===== src/rtl/muldiv_seq_if.sv =====
// muldiv_seq request/result bundle.
// master = EX pipeline side, slave = mul/div unit.
interface muldiv_seq_if #(
  parameter int WIDTH = 32
);
  logic             start;
  logic [2:0]       op;
  logic [WIDTH-1:0] a;
  logic [WIDTH-1:0] b;
  logic             flush;
  logic             busy;
  logic             done;
  logic             div_zero;
  logic [WIDTH-1:0] hi;
  logic [WIDTH-1:0] lo;

  modport master (
    output start, op, a, b, flush,
    input  busy, done, div_zero, hi, lo
  );

  modport slave (
    input  start, op, a, b, flush,
    output busy, done, div_zero, hi, lo
  );
endinterface


===== src/rtl/muldiv_seq.sv =====
// Iterative radix-2 multiply/divide unit with HI/LO.
// Works on magnitudes; signs are applied in FIXUP.
module muldiv_seq #(
  parameter int WIDTH = 32
) (
  input  logic        clk,
  input  logic        rst,
  muldiv_seq_if.slave bus
);

  localparam int CW = $clog2(WIDTH);
  localparam int W2 = 2 * WIDTH;

  typedef enum logic [1:0] {
    IDLE,
    CALC,
    FIXUP
  } state_t;

  state_t state, state_nx;

  logic [CW-1:0]    cnt;
  logic [W2-1:0]    acc;
  logic [WIDTH-1:0] ma;
  logic [WIDTH-1:0] mb;
  logic [WIDTH-1:0] a_orig;
  logic             is_div;
  logic             neg_q;
  logic             neg_r;
  logic             b_zero;
  logic             done_q;
  logic             dz_q;
  logic [WIDTH-1:0] hi_q;
  logic [WIDTH-1:0] lo_q;

  logic             take;
  logic             launch;
  logic             mt_hi;
  logic             mt_lo;
  logic             sa;
  logic             sb;
  logic [WIDTH-1:0] abs_a;
  logic [WIDTH-1:0] abs_b;

  logic [WIDTH:0]   mul_sum;
  logic [W2-1:0]    mul_step;
  logic [WIDTH:0]   rem_sh;
  logic [WIDTH:0]   diff;
  logic [W2-1:0]    div_step;
  logic [W2-1:0]    prod;
  logic [WIDTH-1:0] quo;
  logic [WIDTH-1:0] rem;
  logic [WIDTH-1:0] res_hi;
  logic [WIDTH-1:0] res_lo;

  // Request decode and operand magnitudes
  always_comb begin
    take   = (state == IDLE) && bus.start && !bus.flush;
    launch = take && !bus.op[2];
    mt_hi  = take && (bus.op == 3'b100);
    mt_lo  = take && (bus.op == 3'b101);
    sa     = bus.op[0] && bus.a[WIDTH-1];
    sb     = bus.op[0] && bus.b[WIDTH-1];
    abs_a  = sa ? -bus.a : bus.a;
    abs_b  = sb ? -bus.b : bus.b;
  end

  // One shift-add and one restoring shift-subtract step
  always_comb begin
    mul_sum  = {1'b0, acc[W2-1:WIDTH]}
             + {1'b0, (acc[0] ? ma : '0)};
    mul_step = {mul_sum, acc[WIDTH-1:1]};
    rem_sh   = {acc[W2-1:WIDTH], acc[WIDTH-1]};
    diff     = rem_sh - {1'b0, mb};
    if (diff[WIDTH])
      div_step = {rem_sh[WIDTH-1:0], acc[WIDTH-2:0], 1'b0};
    else
      div_step = {diff[WIDTH-1:0], acc[WIDTH-2:0], 1'b1};
  end

  // Sign correction and divide-by-zero override
  always_comb begin
    prod   = neg_q ? -acc : acc;
    quo    = neg_q ? -acc[WIDTH-1:0] : acc[WIDTH-1:0];
    rem    = neg_r ? -acc[W2-1:WIDTH] : acc[W2-1:WIDTH];
    res_hi = prod[W2-1:WIDTH];
    res_lo = prod[WIDTH-1:0];
    unique case (1'b1)
      is_div && b_zero: begin
        res_hi = a_orig;
        res_lo = '1;
      end
      is_div && !b_zero: begin
        res_hi = rem;
        res_lo = quo;
      end
      !is_div: begin
        res_hi = prod[W2-1:WIDTH];
        res_lo = prod[WIDTH-1:0];
      end
    endcase
  end

  // State register
  always_ff @(posedge clk or posedge rst) begin
    if (rst) state <= IDLE;
    else     state <= state_nx;
  end

  // Next-state logic
  always_comb begin
    state_nx = state;
    unique case (state)
      IDLE:    if (launch) state_nx = CALC;
      CALC: begin
        if (bus.flush)     state_nx = IDLE;
        else if (cnt == 0) state_nx = FIXUP;
      end
      FIXUP:   state_nx = IDLE;
      default: state_nx = IDLE;
    endcase
  end

  // Datapath, HI/LO and status registers
  always_ff @(posedge clk or posedge rst) begin
    if (rst) begin
      cnt    <= '0;
      acc    <= '0;
      ma     <= '0;
      mb     <= '0;
      a_orig <= '0;
      is_div <= 1'b0;
      neg_q  <= 1'b0;
      neg_r  <= 1'b0;
      b_zero <= 1'b0;
      done_q <= 1'b0;
      dz_q   <= 1'b0;
      hi_q   <= '0;
      lo_q   <= '0;
    end else begin
      done_q <= 1'b0;
      if (launch) begin
        ma     <= abs_a;
        mb     <= bus.op[1] ? abs_b : abs_a;
        acc    <= {{WIDTH{1'b0}},
                   (bus.op[1] ? abs_a : abs_b)};
        a_orig <= bus.a;
        is_div <= bus.op[1];
        neg_q  <= sa ^ sb;
        neg_r  <= sa;
        b_zero <= (bus.b == '0);
        cnt    <= CW'(WIDTH - 1);
        dz_q   <= 1'b0;
      end
      if (mt_hi) hi_q <= bus.a;
      if (mt_lo) lo_q <= bus.a;
      if (state == CALC && !bus.flush) begin
        acc <= is_div ? div_step : mul_step;
        cnt <= cnt - 1'b1;
      end
      if (state == FIXUP && !bus.flush) begin
        hi_q   <= res_hi;
        lo_q   <= res_lo;
        done_q <= 1'b1;
        dz_q   <= is_div && b_zero;
      end
    end
  end

  assign bus.busy     = (state != IDLE);
  assign bus.done     = done_q;
  assign bus.div_zero = dz_q;
  assign bus.hi       = hi_q;
  assign bus.lo       = lo_q;

endmodule


===== src/flat_wrapper.sv =====
// flat-port wrapper written by rule: the top's interface ports become plain ports
module muldiv_seq_flat 
#(
  parameter int WIDTH = 32
)
  (clk, rst, bus_start, bus_op, bus_a, bus_b, bus_flush, bus_busy, bus_done, bus_div_zero, bus_hi, bus_lo);
  muldiv_seq_if #(.WIDTH(WIDTH)) bus_i ();
  input  logic clk;
  input  logic rst;
  input wire logic [$bits(bus_i.start)-1:0] bus_start;
  input wire logic [$bits(bus_i.op)-1:0] bus_op;
  input wire logic [$bits(bus_i.a)-1:0] bus_a;
  input wire logic [$bits(bus_i.b)-1:0] bus_b;
  input wire logic [$bits(bus_i.flush)-1:0] bus_flush;
  output wire logic [$bits(bus_i.busy)-1:0] bus_busy;
  output wire logic [$bits(bus_i.done)-1:0] bus_done;
  output wire logic [$bits(bus_i.div_zero)-1:0] bus_div_zero;
  output wire logic [$bits(bus_i.hi)-1:0] bus_hi;
  output wire logic [$bits(bus_i.lo)-1:0] bus_lo;
  assign bus_i.start = bus_start;
  assign bus_i.op = bus_op;
  assign bus_i.a = bus_a;
  assign bus_i.b = bus_b;
  assign bus_i.flush = bus_flush;
  assign bus_busy = bus_i.busy;
  assign bus_done = bus_i.done;
  assign bus_div_zero = bus_i.div_zero;
  assign bus_hi = bus_i.hi;
  assign bus_lo = bus_i.lo;
  muldiv_seq #(.WIDTH(WIDTH)) u_core (.clk(clk), .rst(rst), .bus(bus_i));
endmodule

===== config.mk =====
export PLATFORM = sky130hd
export DESIGN_NAME = muldiv_seq_flat
export DESIGN_NICKNAME = d
export VERILOG_FILES = /design/src/rtl/muldiv_seq_if.sv /design/src/rtl/muldiv_seq.sv /design/src/flat_wrapper.sv
export SDC_FILE = /design/constraint.sdc
export NUM_CORES = 1
export LEC_CHECK = 0
export CELL_PAD_IN_SITES_DETAIL_PLACEMENT = 1
export CELL_PAD_IN_SITES_GLOBAL_PLACEMENT = 2
export CORE_ASPECT_RATIO = 0.7
export CORE_MARGIN = 4
export CORE_UTILIZATION = 39
export CTS_CLUSTER_DIAMETER = 200
export DETAILED_ROUTE_END_ITERATION = 6
export PLACE_DENSITY_LB_ADDON = 0.1
export SYNTH_ARGS = -nofsm -noshare
export SYNTH_HDL_FRONTEND = slang
export SYNTH_SLANG_ARGS = --single-unit

===== constraint.sdc =====
create_clock -name clk -period 24.1 [get_ports clk]
set_clock_uncertainty 0.1 [all_clocks]
set_input_delay 4.82 -clock clk [delete_from_list [all_inputs] [get_ports clk]]
set_output_delay 4.82 -clock clk [all_outputs]
set_load 0.005 [all_outputs]

==> flow_metrics.py <==
metrics = {
    "status": {
        "status": "finished clean",
    },
    "yosys": {
        "ys_seq_elements": 236,
        "ys_top_cells_by_area": "dfrtp_1, nand2_1, o21ai_0",
        "synth_ff_type": "dfrtp_1",
        "yosysTopAreaCell": "dfrtp_1",
        "synth-seq-area-share": 0.321,
        "synth.top_cells.by_count": "nand2_1, o21ai_0, dfrtp_1",
        "synth_edf_count": 0,
        "synthArstFlopShare": 1.00,
        "syn-mean-instance-area_um2": 7.86,
        "netlist_area_um2": 18400,
        "synth_top_area_frac": 0.321,
        "synth.net_count": 2483,
        "ys_warn_count": 0,
        "ys_types": 77,
        "synthCells": 2340,
        "post-synth-top-count-cell": "nand2_1",
    },
    "drt": {
        "wirelength_mm": 82.8,
        "num_vias": 18927,
        "drtIter0Drc": 1892,
        "avgRoutedWirePerCell_um": 27.5,
        "firstDrtPassIters": 5,
        "routed_via_density": 6.29,
        "postRouteAntennaNets": 0,
        "route.detailed.drc": 0,
    },
    "critical_path": {
        "timing.rr.end": "u_core.acc[56]",
        "worstPathCellList": "clkdlybuf4s50_1 -> or4_4 -> or4_4 -> or4_4 -> nor3_4 -> and2_2 -> a21oi_2 -> xnor2_2 -> a21oi_1 -> a311o_1",
        "worstPathMaxFanout": 8,
        "reg2regPathDepth": 11,
        "worstPathArrival_ns": 8.40,
        "r2r_slack_ns": 18.70,
        "required_ns": 24.45,
        "critPathSlowestCell": "clkdlybuf4s50_1",
        "critPathKind": "in -> reg",
        "r2r-start": "u_core.acc[32]",
        "critPathLaunchType": "input pin",
        "slowest_delay_ns": 0.61,
        "endpoint_kind": "register",
        "worst_path_most_repeated_cell": "or4_4",
    },
    "place": {
        "gp_congestion": 0.993,
        "portBuffers": 137,
        "dpl.hpwl_mm": 62.6,
        "post-place-ws_ns": 15.52,
        "placed_area_um2": 20200,
        "placed_cells": 2961,
    },
    "hold_path": {
        "min_to": "u_core.ma[24]",
        "hold_path_class": "reg -> reg",
        "hold_depth": 2,
        "hp-start": "u_core.ma[24]",
    },
    "cts": {
        "htree_num_levels": 1,
        "insertion_delay_ns": 0.58,
        "postCtsSetupBuffers": 0,
        "cts_root_buffer": "clkbuf_16",
        "cts_resized": 0,
        "clkSlewWorstSetupHoldPaths_ns": 0.06,
        "hold_buffers": 0,
        "cts_sinks": 236,
        "ctsLongestPathBuffers": 3,
        "cts_buffers": 27,
        "tritoncts": "yes",
    },
    "timing": {
        "fin_crit_ns": 8.05,
        "setup_tns_ns": 0,
        "fmaxAchievable_mhz": 124,
        "setup_viol": 0,
        "slew_headroom": 0.176,
        "rsz0062_at_grt": "no",
        "worst_pin_slew_ns": 1.23,
        "hold_viol_final": 0,
        "post-route-period-util": 0.334,
        "setup_ws_ns": 16.05,
        "drv_slew": 0,
    },
    "floorplanning": {
        "initial_core_util": 0.395,
        "row_count": 66,
        "die_height_um": 190,
        "fp.dieW_um": 268,
        "core_area_um2": 46600,
        "die-area_um2": 50800,
        "io_pins": 138,
    },
    "global_routing": {
        "grt_util_all_layers": 0.319,
        "grt_pass1_vias": 18971,
        "grt_pass1_wl_mm": 125,
        "grt_max_degree": 141,
        "grt-ovfl-total": 0,
        "antenna_found_initial": 0,
    },
    "run": {
        "cap_violations": 0,
    },
    "finish": {
        "seqCellArea_um2": 5910,
        "fillers": 5569,
        "multi_input_area_um2": 11700,
        "final-instance-count-excl-fill": 3010,
        "drive_gt1_frac": 0.0496,
        "antenna_cells": 0,
        "num-nets-final": 2521,
        "fin_area_um2": 21100,
        "area_growth_pct": 14.5,
    },
    "power_and_ir_drop": {
        "finalPower_uw": 2290,
        "power.density_nw_per_um2": 109,
        "ir_drop_mv": 0.0556,
        "p_leak_uw": 0.00874,
    },
}
stage by stage:
step | hold slack [ns] | utilization
floorplan | 0.338 | -
global placement | 0.356 | 0.434
detailed placement | 0.356 | 0.434
CTS | 0.371 | 0.452
global route | 0.408 | 0.452
finish | 0.367 | 0.452
placed cells by master (no fill, tap or decap), types with 7 or more instances in the layout:
master and instances:
o221ai_1 31, o31ai_1 23, xor2_1 44, nand2b_1 27, and2_1 46, clkdlybuf4s50_1 136, xnor2_1 102, a31oi_1 35
inv_1 66, o21ai_1 10, nand4_1 16, nor4_1 19, o41ai_1 8, nor2b_1 22, ha_1 70, clkbuf_1 10
and3_1 12, mux2i_1 83, o211ai_1 29, a221oi_1 7, a211oi_1 26, nand2_1 368, o2111ai_1 10, nand3_1 64
buf_4 33, clkbuf_16 27, dfrtp_1 235, a22oi_1 11, nor2_1 110, nor3_1 52, o21a_1 16, or4_1 9
or2_2 8, o21ai_0 258, or3_1 18, o22ai_1 39, a21oi_1 162, a21o_1 33
final cells by class:
cell class / instances / area share
sequential: 236 / 0.280
clock inverter: 8 / 0.00338
tap: 612 / 0.0363
timing repair buffer: 171 / 0.0776
clock buffer: 41 / 0.0365
multi-input combinational: 1873 / 0.553
inverter: 69 / 0.0126
sequential cells by signal, indices dropped and copies added, names as in the netlist, 2 cells and up:
register       cells
u_core.ma         31
u_core.acc        64
u_core.mb         32
u_core.state       2
u_core.a_orig     32
u_core.bus.hi     32
u_core.cnt         5
u_core.bus.lo     32
how the worst max path moves through the flow:
stage	cells past startpoint	startpoint	endpoint	slack [ns]
floorplan	1	rst	u_core.a_orig[0]	12.71
global placement	10	bus_a[2]	u_core.acc[30]	15.65
detailed placement	10	bus_a[2]	u_core.acc[30]	15.52
CTS	10	bus_a[2]	u_core.acc[30]	16.13
global route	10	bus_a[2]	u_core.mb[26]	15.91
finish	10	bus_a[2]	u_core.acc[30]	16.05
worst max-delay path: cells and delay by family:
kind	cells	cell delay, ns
AO/OA/AOI/OAI	3	0.54
AND/OR/NAND/NOR	5	2.19
buffers and inverters	1	0.61
XOR/XNOR	1	0.22
per-layer routing:
layer  share of wire  GRT usage  wire [µm]  up-vias
li1                -          -          -     8526
met2            0.43      0.486      36000      660
met5               0          0          0        -
met3           0.062     0.0476       5130      113
met1            0.48      0.478      39500     9628
met4           0.026     0.0753       2180        0
kinds of logic after synthesis:
family / Yosys count / share of synthesized area
buf+inv: 231 / 0.0477
xor+xnor: 148 / 0.0713
mux: 89 / 0.0488
compound gates: 760 / 0.256
simple gates: 804 / 0.205
flops: 236 / 0.321
fa+ha+maj: 72 / 0.0498
where the power goes:
group,total (µW),internal (µW),leakage [µW],switching (µW)
combinational,1180,475,0.00536,709
clock,418,230,0.000412,188
sequential,690,501,0.00297,189
total,2290,1210,0.00874,1090
(Power assumes the default switching activity.)
